### src/rtl/fmult_seq.sv
// ---------------------------------------------------------------------------
// fmult_seq
//   Sequential 8-term multiplier. It walks the six zero terms (B1*DQ1 ..
//   B6*DQ6) and then the two pole terms (A1*SR1, A2*SR2) through one shared
//   floating-point style multiplier. It streams each 16-bit partial product
//   to a downstream accumulator, one product per cycle.
//
//   Ports
//     clk    : rising-edge clock for all state
//     reset  : synchronous, active-high reset
//     start  : request a sequence (sampled in IDLE only, ignored on the
//              done cycle)
//     B      : B6..B1 16-bit two's complement coefficients, B1 in [15:0]
//     DQ     : DQ6..DQ1 11-bit {sign, exp[3:0], mant[5:0]}, DQ1 in [10:0]
//     A      : A2..A1 16-bit two's complement coefficients, A1 in [15:0]
//     SR     : SR2..SR1 11-bit float operands, SR1 in [10:0]
//     W      : registered partial product (two's complement)
//     clear  : one-cycle accumulator clear at sequence start
//     busy   : high from the cycle after acceptance through the done cycle
//     done   : one-cycle completion pulse
//
//   Optional build macro FMULT_SEQ_SCAN_EN adds the scan_in0..4,
//   scan_enable and test_mode inputs and the scan_out0..4 outputs. The
//   scan outputs are tied low, and the function is unchanged.
// ---------------------------------------------------------------------------
module fmult_seq (
    input  logic        clk,
    input  logic        reset,
`ifdef FMULT_SEQ_SCAN_EN
    input  logic        scan_in0,
    input  logic        scan_in1,
    input  logic        scan_in2,
    input  logic        scan_in3,
    input  logic        scan_in4,
    input  logic        scan_enable,
    input  logic        test_mode,
    output logic        scan_out0,
    output logic        scan_out1,
    output logic        scan_out2,
    output logic        scan_out3,
    output logic        scan_out4,
`endif
    input  logic        start,
    input  logic [95:0] B,
    input  logic [65:0] DQ,
    input  logic [31:0] A,
    input  logic [21:0] SR,
    output logic [15:0] W,
    output logic        clear,
    output logic        busy,
    output logic        done
);

`ifdef FMULT_SEQ_SCAN_EN
    // Scan chain is stitched in later; the functional RTL only ties it off.
    logic unused_scan;
    assign unused_scan = ^{scan_in0, scan_in1, scan_in2, scan_in3, scan_in4,
                           scan_enable, test_mode};
    assign scan_out0 = 1'b0;
    assign scan_out1 = 1'b0;
    assign scan_out2 = 1'b0;
    assign scan_out3 = 1'b0;
    assign scan_out4 = 1'b0;
`endif

    localparam logic [1:0] ST_IDLE  = 2'd0;
    localparam logic [1:0] ST_CLR   = 2'd1;
    localparam logic [1:0] ST_TERM  = 2'd2;
    localparam logic [1:0] ST_FLUSH = 2'd3;

    logic [1:0]  state_reg;
    logic [2:0]  k_reg;
    logic [15:0] w_reg;
    logic        clear_reg;
    logic        busy_reg;
    logic        done_reg;

    // Operand slots 0..7 are stored in term order. This lets one k-indexed
    // mux feed the shared multiplier.
    logic [15:0] coef_in  [0:7];
    logic [10:0] opnd_in  [0:7];
    logic [15:0] coef_reg [0:7];
    logic [10:0] opnd_reg [0:7];

    genvar gi;
    generate
        for (gi = 0; gi < 6; gi++) begin : g_zero_terms
            assign coef_in[gi] = B[16*gi +: 16];
            assign opnd_in[gi] = DQ[11*gi +: 11];
        end
        for (gi = 0; gi < 2; gi++) begin : g_pole_terms
            assign coef_in[6+gi] = A[16*gi +: 16];
            assign opnd_in[6+gi] = SR[11*gi +: 11];
        end
    endgenerate

    // ---------------- shared multiplier datapath ----------------
    logic [15:0] coef_sel;
    logic [10:0] opnd_sel;
    logic        coef_sign;
    logic [15:0] coef_abs;
    logic [12:0] coef_mag;
    logic [3:0]  coef_exp;
    logic [5:0]  coef_mant;
    logic [11:0] prod;
    logic [7:0]  w_mant;
    logic [4:0]  w_exp;
    logic [14:0] w_base;
    logic [14:0] w_mag;
    logic [15:0] w_term;

    assign coef_sel = coef_reg[k_reg];
    assign opnd_sel = opnd_reg[k_reg];

    always_comb begin
        coef_sign = coef_sel[15];
        coef_abs  = coef_sign ? (16'd0 - coef_sel) : coef_sel;
        // -0x8000 stays 0x8000, so its magnitude masks to zero here.
        coef_mag  = 13'(coef_abs >> 2);

        // The exponent is the bit length of the magnitude.
        coef_exp = 4'd0;
        for (int i = 0; i < 13; i++) begin
            if (coef_mag[i]) begin
                coef_exp = 4'(i + 1);
            end
        end
        // Normalise to the six bits at and below the leading one.
        coef_mant = (coef_mag == 13'd0) ? 6'd32
                                        : 6'({coef_mag, 6'd0} >> coef_exp);

        prod   = {6'd0, opnd_sel[5:0]} * {6'd0, coef_mant};
        w_mant = 8'((prod + 12'd48) >> 4);
        w_exp  = 5'(coef_exp) + 5'(opnd_sel[9:6]);
        w_base = {w_mant, 7'd0};
        // Exponents above 26 shift left; overflow falls off the 15-bit result.
        if (w_exp <= 5'd26) begin
            w_mag = w_base >> (5'd26 - w_exp);
        end else begin
            w_mag = w_base << (w_exp - 5'd26);
        end
        // Zero magnitude negates to zero, so a negative zero never appears.
        w_term = (coef_sign ^ opnd_sel[10]) ? (16'd0 - {1'b0, w_mag})
                                            : {1'b0, w_mag};
    end

    // ---------------- sequencer ----------------
    always_ff @(posedge clk) begin
        if (reset) begin
            state_reg <= ST_IDLE;
            k_reg     <= 3'd0;
            w_reg     <= 16'd0;
            clear_reg <= 1'b0;
            busy_reg  <= 1'b0;
            done_reg  <= 1'b0;
            for (int i = 0; i < 8; i++) begin
                coef_reg[i] <= 16'd0;
                opnd_reg[i] <= 11'd0;
            end
        end else begin
            clear_reg <= 1'b0;
            done_reg  <= 1'b0;
            case (state_reg)
                ST_IDLE: begin
                    w_reg <= 16'd0;
                    // The done pulse is shown while already in IDLE; a start
                    // on that cycle must not be taken.
                    if (start && !done_reg) begin
                        for (int i = 0; i < 8; i++) begin
                            coef_reg[i] <= coef_in[i];
                            opnd_reg[i] <= opnd_in[i];
                        end
                        k_reg     <= 3'd0;
                        clear_reg <= 1'b1;
                        busy_reg  <= 1'b1;
                        state_reg <= ST_CLR;
                    end else begin
                        busy_reg <= 1'b0;
                    end
                end
                ST_CLR: begin
                    w_reg     <= w_term;
                    k_reg     <= k_reg + 3'd1;
                    state_reg <= ST_TERM;
                end
                ST_TERM: begin
                    w_reg <= w_term;
                    k_reg <= k_reg + 3'd1;      // wraps back to 0 after term 7
                    if (k_reg == 3'd7) begin
                        state_reg <= ST_FLUSH;
                    end
                end
                default: begin                  // ST_FLUSH
                    w_reg     <= 16'd0;
                    done_reg  <= 1'b1;
                    state_reg <= ST_IDLE;
                end
            endcase
        end
    end

    assign W     = w_reg;
    assign clear = clear_reg;
    assign busy  = busy_reg;
    assign done  = done_reg;

endmodule
### config.mk
export PLATFORM = sky130hd
export DESIGN_NAME = fmult_seq
export DESIGN_NICKNAME = d
export VERILOG_FILES = /design/src/rtl/fmult_seq.sv
export SDC_FILE = /design/constraint.sdc
export NUM_CORES = 1
export LEC_CHECK = 0
export BUFFER_PORTS_ARGS = -buffer_cell sky130_fd_sc_hd__buf_4
export CORE_MARGIN = 8
export CORE_UTILIZATION = 50
export CTS_CLUSTER_DIAMETER = 100
export DETAILED_ROUTE_END_ITERATION = 8
export PLACE_DENSITY = 0.69
export SLEW_MARGIN = 25
export SYNTH_ARGS = -nofsm -noshare
export SYNTH_HDL_FRONTEND = slang
export SYNTH_SLANG_ARGS = --single-unit
### constraint.sdc
create_clock -name clk -period 11.6 [get_ports clk]
set_input_delay 0 -clock clk [delete_from_list [all_inputs] [get_ports clk]]
set_output_delay 0 -clock clk [all_outputs]
set_load 0.01 [all_outputs]
==> results by group <==
Critical path
  – WP data arrival: about 11 ns
  – FF-to-FF setup slack: 1.06 ns
  – Critical Path End Type: flip-flop
  – Critical path destination: W[10]
  – Most numerous cell on the critical path: fa_1
  – Crit start category: flip-flop
  – CP Max Fanout: 43
  – Crit path required time: between 10 and 15 ns
  – Kind of critical path: reg -> reg
  – Slowest cell on the critical path: dfxtp_4
  – R2R depth: 34
  – Reg2reg end: W[10]
  – CP max stage delay: between 0.8 and 0.9 ns

Route
  – Residual DRC: 0
  – Vias/cell: roughly 5.4
  – First-pass DRT Iterations: 5
  – Total number of vias: ~11k
  – WL per Instance: between 15 and 20 um
  – Number of DRC violations after detailed-routing iteration 0: between 700 and 800
  – ANT nets after route: 0
  – Wirelength, routed: around 38000 um

Global route
  – Number of global-route vias before repair: 11.2k
  – Largest net degree at the start of global routing: about 150
  – Total track usage: 22.2%
  – Gr ovfl total: 0
  – First-pass GRT wire length: 59800 um
  – Antenna violations before repair: 1

STA
  – Final Max Slew Viols: 0
  – Final setup skew: 0.0241 ns
  – RSZ-0062 raised after global routing: false
  – Setup violators final: 0
  – Final min period: 10.54 ns
  – Final Hold Violating Endpoints: 0
  – Fin Setup TNS: 0 ns
  – Fmax: between 0.09 and 0.1 GHz
  – Tightest Pin Transition: 0.965 ns
  – Slew HR: about a third
  – Final period util: around nine tenths

Die
  – I/O pin cnt: 238
  – Initial core utilization: slightly above 50%
  – # rows: between 60 and 70
  – Core Region: between 0.02 and 0.03 mm2
  – Die width: roughly 180 um
  – Die area: ~0.034 mm2
  – Die Y: ~180 um

Synth
  – Ys flop type: edfxtp_1
  – Post-synth EDFFs: roughly 220
  – Syn_nets: ~1.4k
  – Main combinational cell family by area after synthesis: simple AND/OR/NAND/NOR gates
  – Proportion of synthesized area in mux cells: 12.9%
  – Synthesis Warnings: 0
  – Post-Synth Adder-Cell Area: between 5 and 6%
  – Synth Area in Simple Gates: 17.9%
  – Synth Area per Inst: 12.3 um2
  – Post-synth ARST share: 0%
  – Compound-Gate Fraction of Synth Area: ~8%
  – Sequential area share after synthesis: 50.0%
  – Synthesis-stage register bit count: around 240
  – Synth Instances: about 1.1k
  – Netlist cell types: 88
  – Synthesized area: between 0.01 and 0.015 mm2
  – Xor/xnor share of the synthesized area: 2.17%

Clock tree
  – Clock Tree Buf Depth: 3
  – Setup bufs post-CTS: 0
  – Clock sinks: 243
  – CTS tree: done
  – CTS HTree Levels: 1
  – Root Buffer: clkbuf_16
  – Worst-Skew Late Latency: between 0.5 and 0.6 ns
  – Clock-pin slew on the worst setup and hold paths: 0.06 ns
  – TritonCTS Buffers: 26

Placement
  – Port buffer count: about 240
  – Final GP Congestion: 0.915
  – Placed insts: ~1.7k
  – DPL Wire Length: ~24000 um

Final layout
  – Nets: approximately 1.8k
  – Share of layout cells above drive strength 1: between 20 and 25%
  – Final Util: between 60 and 70%
  – Non-Filler Instances: 1974
  – Area growth from synthesis to layout: 36.5%
  – Max reg flops: roughly 130

Hold path
  – Hold Crit Class: in -> reg

Outcome
  – Status: complete, no violations

Run
  – Max-Cap Viols: 0
## cell families after synthesis
kind of cell | after synthesis
flip-flops | 243
buffers and inverters | 95
AND/OR/NAND/NOR | 446
adder cells (fa/ha/maj) | 56
AO/OA/AOI/OAI | 158
multiplexers | 110
XOR/XNOR | 34
## layer usage
metal | vias up | track usage, % | part of all wire (%)
met5 | - | 0 | 0
met2 | 384 | 38.8 | 51
li1 | 5047 | - | -
met1 | 5137 | 27.9 | 41
met3 | 69 | 3.99 | 6.1
met4 | 0 | 6.62 | 2.4
## final cells by class
cell class / count / area [um2]
Antenna cell: 2 / 5.00
Clock buffer: 31 / 743
Clock inverter: 17 / 143
Fill cell: 1910 / 8510
Inverter: 35 / 131
Multi-Input combinational cell: 804 / 6620
Sequential cell: 243 / 7040
Tap cell: 378 / 473
Timing Repair Buffer: 464 / 4040
## repair_timing
| action | CTS | global route |
|---|---|---|
| setup endpoints to repair | 0 | 7 |
| gates resized for setup | 0 | 2 |
| hold endpoints to repair | 217 | 0 |
| hold buffers | 217 | 0 |
## through the flow
step | area [um2] | worst slack [ns] | hold slack [ns]
finish | 19200 | 1.06 | 0.0976
global route | 19200 | 0.136 | 0.117
CTS | 19200 | 0.862 | 0.0844
detailed placement | 16100 | 0.918 | 0.281
global placement | 16100 | 1.19 | 0.279
floorplan | 14100 | 2.18 | 0.198
## how the worst min path moves through the flow
stage / startpoint / endpoint / slack, ns / cells after the start
6_report: reset / clear / 0.1 / 3
5_1_grt: reset / clear / 0.12 / 3
4_1_cts: reset / clear / 0.08 / 3
3_5_place_dp: DQ[39] / opnd_reg[3][6] / 0.28 / 2
3_3_place_gp: DQ[32] / opnd_reg[2][10] / 0.28 / 2
2_1_floorplan: B[0] / coef_reg[0][0] / 0.20 / 1
## synthesized netlist by cell type (all sizes together), types with 4 or more instances
master / instances / area share (%)
mux2: 19 / 1.5
or2: 10 / 0.44
mux2i: 40 / 3.2
nand2b: 19 / 0.85
edfxtp: 216 / 46
nor4: 4 / 0.28
nor2: 83 / 2.2
and2: 169 / 7.5
nor3: 13 / 0.54
a22oi: 4 / 0.21
o31ai: 5 / 0.34
nand2: 41 / 1.1
nor2b: 63 / 2.8
o32ai: 4 / 0.25
o21ai: 32 / 1.2
a21o: 6 / 0.32
buf: 19 / 1.1
a21oi: 45 / 1.6
a211oi: 5 / 0.34
fa: 19 / 2.7
inv: 34 / 0.91
xnor2: 22 / 1.4
ha: 37 / 3.3
dfxtp: 27 / 3.8
mux4: 51 / 8.2
clkbuf: 41 / 1.1
xor2: 12 / 0.80
o21bai: 4 / 0.21
and3: 5 / 0.22
or3: 5 / 0.22
o211ai: 4 / 0.21
nand3: 17 / 0.64
a2111oi: 4 / 0.25
a31oi: 6 / 0.27
## worst max-delay path, delay by kind of cell, from the launching register on
family / cells / cell delay [ns]
AO/OA/AOI/OAI: 10 / 2.51
XOR/XNOR: 1 / 0.13
buffers and inverters: 4 / 0.47
adder cells (fa/ha/maj): 6 / 2.65
AND/OR/NAND/NOR: 8 / 2.16
multiplexers: 5 / 1.62
flip-flops: 1 / 0.83
## layout by cell type, fill, tap and decap left out, drive strengths merged, types with 4 or more instances in the layout
cell type    netlist  layout
buf               19     247
dlygate4sd3        0     217
edfxtp           216     216
and2             169     169
nor2              83      83
nor2b             63      63
mux4              51      51
a21oi             45      45
nand2             41      41
mux2i             40      40
ha                37      37
inv               34      34
o21ai             32      32
clkbuf            41      31
dfxtp             27      27
xnor2             22      22
fa                19      19
nand2b            19      19
mux2              19      19
nand3             17      17
clkinv             1      15
nor3              13      13
xor2              12      12
or2               10      10
a31oi              6       6
a21o               6       6
or3                5       5
and3               5       5
a211oi             5       5
o31ai              5       5
a22oi              4       4
o32ai              4       4
a2111oi            4       4
o21bai             4       4
o211ai             4       4
nor4               4       4
Power is not shown: default switching activity piles up to over one toggle a cycle in this logic, so the estimate is an artifact.
